$ cat src/rtl/snd_cmd_latch.sv
// snd_cmd_latch: Z80-side receiver of the 68k sound command channel (code latch, IRQ, status).
// Define SND_CMD_FIFO_EN to queue up to FIFO_DEPTH commands instead of holding a single byte.
module snd_cmd_latch #(
    parameter logic [15:0] CMD_ADDR   = 16'hA000,
    parameter logic [15:0] STAT_ADDR  = 16'hA001,
    parameter int          FIFO_DEPTH = 4
) (
    input  logic        clk_main,
    input  logic        nRESET,
    input  logic        SNDDT,
    input  logic        SNDON,
    input  logic [7:0]  CPU_DIN,
    input  logic [15:0] Z80_ADDR,
    input  logic        nMREQ,
    input  logic        nIORQ,
    input  logic        nRD,
    input  logic        nM1,
    output logic [7:0]  Z80_DOUT,
    output logic        Z80_OE,
    output logic        nINT,
    output logic        CMD_PENDING
);

    if (FIFO_DEPTH < 2 || FIFO_DEPTH > 16 || (FIFO_DEPTH & (FIFO_DEPTH - 1)) != 0) begin : g_bad_depth
        $error("snd_cmd_latch: FIFO_DEPTH must be a power of 2 in 2..16");
    end

    // ------------------------------------------------------------------
    // Input sampling and edge detection
    // ------------------------------------------------------------------
    logic       snddt_q;
    logic       sndon_q;
    logic       cmd_rd_q;
    logic       int_q, int_d;
    logic [7:0] shadow_q, shadow_d;

    logic       commit;
    logic       sndon_rise;
    logic       int_ack;
    logic       bus_rd;
    logic       rd_cmd;
    logic       rd_stat;
    logic       rd_end;

    assign commit     = !snddt_q && SNDDT;
    assign sndon_rise = !sndon_q && SNDON;
    assign int_ack    = !nM1 && !nIORQ;
    assign bus_rd     = !nMREQ && !nRD && nM1;
    assign rd_cmd     = bus_rd && (Z80_ADDR == CMD_ADDR);
    assign rd_stat    = bus_rd && (Z80_ADDR == STAT_ADDR);
    // The command read is consumed when nRD goes back high, not when it starts.
    assign rd_end     = cmd_rd_q && nRD;

    // NOTE: every always_comb assigns its outputs a default first, so no path can infer a latch.
    always_comb begin
        shadow_d = shadow_q;
        int_d    = int_q;
        if (!SNDDT) begin
            shadow_d = CPU_DIN;
        end
        if (sndon_rise) begin
            int_d = 1'b1;
        end else if (int_ack) begin
            int_d = 1'b0;
        end
    end

    // NOTE: non-blocking assignments here so every register sees pre-edge values of the others.
    always_ff @(posedge clk_main or negedge nRESET) begin
        if (!nRESET) begin
            snddt_q  <= 1'b1;
            sndon_q  <= 1'b0;
            cmd_rd_q <= 1'b0;
            int_q    <= 1'b0;
            shadow_q <= 8'h00;
        end else begin
            snddt_q  <= SNDDT;
            sndon_q  <= SNDON;
            cmd_rd_q <= rd_cmd;
            int_q    <= int_d;
            shadow_q <= shadow_d;
        end
    end

    // ------------------------------------------------------------------
    // Command storage
    // ------------------------------------------------------------------
    logic       overrun_q, overrun_d;
    logic       pending_flag;
    logic       full_flag;
    logic [7:0] cmd_byte;

`ifdef SND_CMD_FIFO_EN
    localparam int          AW      = $clog2(FIFO_DEPTH);
    localparam logic [AW:0] PTR_ONE = 1;

    logic [7:0]  mem_q [FIFO_DEPTH];
    logic [AW:0] wr_ptr_q, wr_ptr_d;
    logic [AW:0] rd_ptr_q, rd_ptr_d;
    logic        fifo_empty;
    logic        fifo_full;
    logic        do_pop;
    logic        do_push;

    assign fifo_empty = (wr_ptr_q == rd_ptr_q);
    assign fifo_full  = (wr_ptr_q[AW] != rd_ptr_q[AW]) &&
                        (wr_ptr_q[AW-1:0] == rd_ptr_q[AW-1:0]);
    assign do_pop     = rd_end && !fifo_empty;
    // A pop in the same cycle frees the slot, so a full queue still accepts the push.
    assign do_push    = commit && (!fifo_full || do_pop);

    always_comb begin
        wr_ptr_d  = wr_ptr_q;
        rd_ptr_d  = rd_ptr_q;
        overrun_d = overrun_q;
        if (do_push) begin
            wr_ptr_d = wr_ptr_q + PTR_ONE;
        end
        if (do_pop) begin
            rd_ptr_d = rd_ptr_q + PTR_ONE;
        end
        // Overrun survives the drain; the read that finds the queue empty clears it.
        if (rd_end && fifo_empty) begin
            overrun_d = 1'b0;
        end else if (commit && !do_push) begin
            overrun_d = 1'b1;
        end
    end

    always_ff @(posedge clk_main or negedge nRESET) begin
        if (!nRESET) begin
            wr_ptr_q  <= '0;
            rd_ptr_q  <= '0;
            overrun_q <= 1'b0;
        end else begin
            wr_ptr_q  <= wr_ptr_d;
            rd_ptr_q  <= rd_ptr_d;
            overrun_q <= overrun_d;
        end
    end

    // NOTE: the queue storage has no reset; the pointers alone define which entries are valid.
    always_ff @(posedge clk_main) begin
        if (do_push) begin
            mem_q[wr_ptr_q[AW-1:0]] <= shadow_q;
        end
    end

    assign cmd_byte     = fifo_empty ? 8'h00 : mem_q[rd_ptr_q[AW-1:0]];
    assign pending_flag = !fifo_empty;
    assign full_flag    = fifo_full;
`else
    logic [7:0] cmd_q, cmd_d;
    logic       pending_q, pending_d;

    // A commit always wins over a concurrent read-clear; the read still clears overrun.
    always_comb begin
        cmd_d     = cmd_q;
        pending_d = pending_q;
        overrun_d = overrun_q;
        if (commit) begin
            cmd_d     = shadow_q;
            pending_d = 1'b1;
            overrun_d = rd_end ? 1'b0 : (overrun_q || pending_q);
        end else if (rd_end) begin
            pending_d = 1'b0;
            overrun_d = 1'b0;
        end
    end

    always_ff @(posedge clk_main or negedge nRESET) begin
        if (!nRESET) begin
            cmd_q     <= 8'h00;
            pending_q <= 1'b0;
            overrun_q <= 1'b0;
        end else begin
            cmd_q     <= cmd_d;
            pending_q <= pending_d;
            overrun_q <= overrun_d;
        end
    end

    assign cmd_byte     = cmd_q;
    assign pending_flag = pending_q;
    assign full_flag    = 1'b0;
`endif

    // ------------------------------------------------------------------
    // Z80 read port and outputs
    // ------------------------------------------------------------------
    logic [7:0] status_byte;

    assign status_byte = {5'b0, full_flag, overrun_q, pending_flag};

    // Gated by reset so the bus is released immediately, even mid-read.
    assign Z80_OE      = nRESET && (rd_cmd || rd_stat);

    always_comb begin
        Z80_DOUT = 8'hFF;
        if (Z80_OE) begin
            Z80_DOUT = rd_cmd ? cmd_byte : status_byte;
        end
    end

    assign nINT        = !int_q;
    assign CMD_PENDING = pending_flag;

endmodule

$ cat config.mk
export PLATFORM = sky130hd
export DESIGN_NAME = snd_cmd_latch
export DESIGN_NICKNAME = d
export VERILOG_FILES = /design/src/rtl/snd_cmd_latch.sv
export SDC_FILE = /design/constraint.sdc
export NUM_CORES = 1
export LEC_CHECK = 0
export CAP_MARGIN = 20
export CELL_PAD_IN_SITES_DETAIL_PLACEMENT = 0
export CELL_PAD_IN_SITES_GLOBAL_PLACEMENT = 2
export CORE_MARGIN = 3
export CORE_UTILIZATION = 25
export CTS_BUF_LIST = sky130_fd_sc_hd__clkbuf_8 sky130_fd_sc_hd__clkbuf_16
export DETAILED_ROUTE_END_ITERATION = 7
export PLACE_DENSITY = 0.83
export SETUP_SLACK_MARGIN = 0.2
export SLEW_MARGIN = 15
export SYNTH_ARGS = -nofsm -noshare
export SYNTH_HDL_FRONTEND = slang
export SYNTH_SLANG_ARGS = --single-unit
$ cat constraint.sdc
create_clock -name clk_main -period 2 [get_ports clk_main]
set_input_delay 0.3 -clock clk_main [delete_from_list [all_inputs] [get_ports clk_main]]
set_output_delay 0.3 -clock clk_main [all_outputs]
set_load 0.01 [all_outputs]
==> results of run 1 <==
registers in the layout, summed over array words and instances (netlist names):
signal       flops
cmd_byte         8
shadow_q         8
CMD_PENDING      1
cmd_rd_q         1
int_q            1
overrun_q        1
snddt_q          1
sndon_q          1
power by group:
part,internal (mW),total (mW),switching (mW)
combinational,0.112,0.173,0.0612
sequential,0.498,0.524,0.0263
clock,0.137,0.268,0.131
through the flow:
| stage | setup slack, ns | hold slack, ns |
|---|---|---|
| 2_1_floorplan | 0.1310 | 0.004409 |
| 3_3_place_gp | -0.7863 | 0.4079 |
| 3_5_place_dp | -0.7789 | 0.4209 |
| 4_1_cts | -0.03821 | 0.05949 |
| 5_1_grt | -0.08483 | 0.07837 |
| 6_report | -0.02542 | 0.06512 |
synth_stat cells (all sizes together), types with 2 or more instances:
cell	n	share of area [%]
nand3	8	4.0
o21ai	2	1.0
or4b	2	2.0
mux2	16	18
nor2	2	0.75
or4	3	3.0
mux2i	2	2.0
nor4	2	1.9
clkbuf	3	1.1
nand2b	6	3.7
a21oi	2	1.0
dfrtp	21	52
inv	3	1.1
final timing paths:
check                             start           to  slack (ns)  depth (start not counted)
max                        Z80_ADDR[12]  Z80_DOUT[5]       -0.03                          7
min                              nRESET  shadow_q[3]        0.07                          2
max reg2reg                     snddt_q  cmd_byte[3]        0.89                          3
min reg2reg                     sndon_q        int_q        0.43                          1
max in group asynchronous        nRESET      snddt_q        1.66                          2
min in group clk_main               nM1        int_q        0.31                          3
kinds of logic after synthesis:
| logic type | share of synthesized area, % |
|---|---|
| buffers and inverters | 2.743 |
| AO/OA/AOI/OAI | 2.744 |
| flip-flops | 54.99 |
| multiplexers | 19.95 |
| AND/OR/NAND/NOR | 19.58 |
cell usage in the layout (no fill, tap or decap), drive strengths merged, types with 3 or more instances in the layout:
cell and instances:
buf 38, clkbuf 3, clkdlybuf4s50 17, dfrtp 21, inv 4, mux2 16
nand2b 6, nand3 8, or4 3
cell type report:
cell class,count,area (sq um)
Timing Repair Buffer,57,483.0
Clock buffer,3,41.29
Multi-Input combinational cell,52,489.2
Tap cell,48,60.06
Fill cell,362,2131
Clock inverter,1,3.754
Sequential cell,22,551.8
Inverter,3,11.26
what timing repair did:
item,4_1_cts,5_1_grt
cloned,0,0
buffers inserted,4,0
hold buffers,0,0
endpoints found under the setup margin,10,9
pin swaps,9,3
resized for setup,106,1
metal layers:
metal | track usage, % | vias up
met5 | 0 | -
met4 | 3.905 | 0
met3 | 3.333 | 3
met2 | 19.17 | 26
met1 | 13.99 | 390
li1 | - | 401
==> results.toml, run 1 <==
[floorplan]
fp.dieH_um = 69.36
coreArea_sq_um = 3771
pin_count = 43
start_util_pct = 26.61
die_w_um = 69.36
num_rows = 22
die_area_sq_um = 4810

[critical_path]
cpLargestDelayFamily = "simple AND/OR/NAND/NOR gates"
worst-path-max-fanout = 4
arrival_ns = 1.73
crit_path_end_kind = "output port"
critPathKind = "in -> out"
crit_top_cell = "buf_6"
slowest_delay_ns = 0.55
path_buf_inv = 4
cp-start-kind = "input pin"
required_ns = 1.70
path_cells = "buf_6 > or4b_4 > nor4_4 > buf_4 > buf_6 > nand3_2 > buf_6"
cp_slowest_cell = "or4b_4"

[job]
max-cap-violations = 0

[cells_and_area]
synthToLayoutAreaGrowth_pct = 63.47
fin_area_sq_um = 1640
instances_no_fill = 186
finalNetCount = 171
antenna_cells = 0
drive_gt1_share_pct = 50.72
utilization_pct = 43.50

[drt]
via_per_inst = 4.409
drc = 0
route.met3.wl_um = 157
drt_iter0_drc = 9
ant_nets = 0
finalWirelength_um = 2542
wl_met1_um = 1067
dr.max_layer_used = "met4"
vias = 820
wire_per_inst_um = 13.67
dr_wl_met2_um = 1289
drt-pass1-iter-count = 3

[hold_path]
worstHoldPathType = "in -> async"

[pwr]
finalPower_mw = 0.9649
p_leak_nw = 0.6980
peakVddDrop_mv = 0.3935
p_per_area_nw_per_um2 = 588.2

[timing]
clock-skew-final_ns = 0.004778
worstMarginPinSlew_ns = 0.3461
setup_slack_ns = -0.02542
setup_viol = 5
relSlewSlack_pct = 76.85
slew_violations = 0
fin_crit_sh_pct = 101.3
fmax_mhz = 493.7
finalHoldViolations = 0
fin_crit_ns = 2.025
tns_ns = -0.07605
rsz0062_at_grt = "yes"

[clock_network]
cts.path.max_buffers = 2
clk_pin_slew_ns = 0.07
root_buffer = "clkbuf_8"
htreeDepth = 1
numCtsBuffers = 3
clk_latency_ns = 0.26
cts.sinks = 22
cts_tree = "built"

[yosys]
synth_ff_type = "dfrtp_1"
synth_seq_cells = 22
ys_warn_count = 0
synth_seq_area_share_pct = 54.99
syn_area_per_cell_sq_um = 12.39
syn_inst = 81
synth_edf_count = 0
netlist_area_sq_um = 1003
synth_fp_nets = 113
async_reset_ff_share_pct = 100.0
synth_cell_type_count = 25

[placement]
hpwl_um = 1929
place_area_sq_um = 1558
numPlacedInstances = 178
port_buffers = 42
gp_congestion = 0.7362

[status]
violations = "negative setup slack"
outcome = "finished, violations left"

[global_routing]
grt_overflow = 0
grt_pass1_wl_um = 4388
grt_usage_pct = 11.45
antenna_found_initial = 0
grt_start_max_net_pins = 24
grt_pass1_vias = 932
Note: power is estimated with default switching activity, not from simulation.
==> inputs of run 2 (changes only) <==
Settings changed: SKIP_LAST_GASP from default to 1.
==> results.toml, run 2 (same netlist as run 1, synthesis figures left out) <==
[drt]
wire_per_inst_um = 13.69
vias = 820
ant_nets = 0
drc = 0
finalWirelength_um = 2546
drt_iter0_drc = 9
drt-pass1-iter-count = 3
via_per_inst = 4.409

[global_routing]
antenna_found_initial = 0
grt_overflow = 0
grt_pass1_vias = 931
grt.met1_usage_pct = 13.90
grt_pass1_wl_um = 4374
grt_use_met3_pct = 3.333
gr-max-usage-layer = "met2"
grt_usage_pct = 11.42
use_met2_pct = 19.17
grt_start_max_net_pins = 24

[floorplan]
num_rows = 22
die_w_um = 69.36
start_util_pct = 26.61
pin_count = 43
die_area_sq_um = 4810
fp.dieH_um = 69.36
coreArea_sq_um = 3771

[clock_network]
cts_hold_buf = 0
root_buffer = "clkbuf_8"
cts.path.max_buffers = 2
numCtsBuffers = 3
clk_pin_slew_ns = 0.07
clk_latency_ns = 0.26
cts.sinks = 22
cts_tree = "built"
htreeDepth = 1

[critical_path]
required_ns = 1.70
arrival_ns = 1.73
path_cells = "buf_6 > or4b_4 > nor4_4 > buf_4 > buf_6 > nand3_2 > buf_6"
cp-start-kind = "input pin"
crit_top_cell = "buf_6"
cp_slowest_cell = "or4b_4"
crit_path_end_kind = "output port"
slowest_delay_ns = 0.56
worst-path-max-fanout = 4
critPathKind = "in -> out"
cpLargestDelayFamily = "simple AND/OR/NAND/NOR gates"
path_buf_inv = 4

[timing]
tns_ns = -0.07904
fin_crit_sh_pct = 101.3
worstMarginPinSlew_ns = 0.3461
relSlewSlack_pct = 76.85
setup_slack_ns = -0.02558
fmax_mhz = 493.7
slew_violations = 0
setup_viol = 5
fin_crit_ns = 2.026
clock-skew-final_ns = 0.004778
finalHoldViolations = 0
rsz0062_at_grt = "yes"
hold_slack_ns = 0.06510

[pwr]
finalPower_mw = 0.9649
peakVddDrop_mv = 0.3936
p_per_area_nw_per_um2 = 588.3
p_leak_nw = 0.6980

[placement]
port_buffers = 42
gp_congestion = 0.7362
pre_cts_slack_ns = -0.7789
hpwl_um = 1929

[status]
violations = "negative setup slack"
outcome = "finished, violations left"

[cells_and_area]
synthToLayoutAreaGrowth_pct = 63.47
layout_common_cells = "dfrtp_1 (21), clkdlybuf4s50_1 (17), mux2_2 (16)"
fill_cells = 362
final_common_cell = "dfrtp_1"
drive_gt1_share_pct = 50.72
antenna_cells = 0
finalNetCount = 171

[job]
max-cap-violations = 0

[hold_path]
worstHoldPathType = "in -> async"
==> run 2: timing repair <==
| action | CTS | global route |
|---|---|---|
| setup buffers | 4 | 0 |
| pin swaps | 9 | 4 |
| setup endpoints to repair | 10 | 9 |
| gates resized for setup | 104 | 3 |
==> run 2: per-stage QoR <==
step / cell area (sq um) / utilization (%) / cells
global route: 1640 / 43.50 / 186
detailed placement: 1558 / 41.31 / 178
CTS: 1637 / 43.40 / 186
global placement: 1558 / 41.31 / 178
finish: 1640 / 43.50 / 186
floorplan: 1011 / - / 81
==> run 2: power by group <==
part / switching, mW / leakage, nW / internal, mW
Combinational: 0.0613 / 0.418 / 0.112
Clock: 0.131 / 0.0269 / 0.137
Sequential: 0.0263 / 0.253 / 0.498
==> run 2: final cells by class <==
type / count / area [sq um] / share of cell area, %
inverter: 3 / 11.26 / 0.6865
tap: 48 / 60.06 / 3.661
multi-input combinational: 52 / 489.2 / 29.82
clock inverter: 1 / 3.754 / 0.2288
clock buffer: 3 / 41.29 / 2.517
timing repair buffer: 57 / 483.0 / 29.44
sequential: 22 / 551.8 / 33.64
==> run 2: routing by layer <==
layer	routed length (um)	vias to the layer above
li1	-	401
met1	1065	390
met2	1294	26
met3	157	3
met4	28	0
met5	0	-
==> run 2: final timing paths <==
kind / slack [ns] / to / cells after the start / start
setup / recovery: -0.03 / Z80_DOUT[5] / 7 / Z80_ADDR[12]
max in group asynchronous: 1.66 / snddt_q / 2 / nRESET
hold reg to reg: 0.43 / int_q / 1 / sndon_q
setup reg to reg: 0.89 / cmd_byte[3] / 3 / snddt_q
min in group clk_main: 0.31 / int_q / 3 / nM1
hold / removal: 0.07 / shadow_q[3] / 2 / nRESET
==> run 2: worst register-to-register path, cell delays in order (launching register included) <==
cell and delay, ns:
dfstp_2 0.52, nor2b_1 0.04, buf_4 0.17, mux2_2 0.28
==> inputs of run 3 (changes only) <==
Settings changed: CAP_MARGIN 20 to 15.
==> results of run 3 <==
No change in the layout: final DEF, timing and power equal those of run 2.
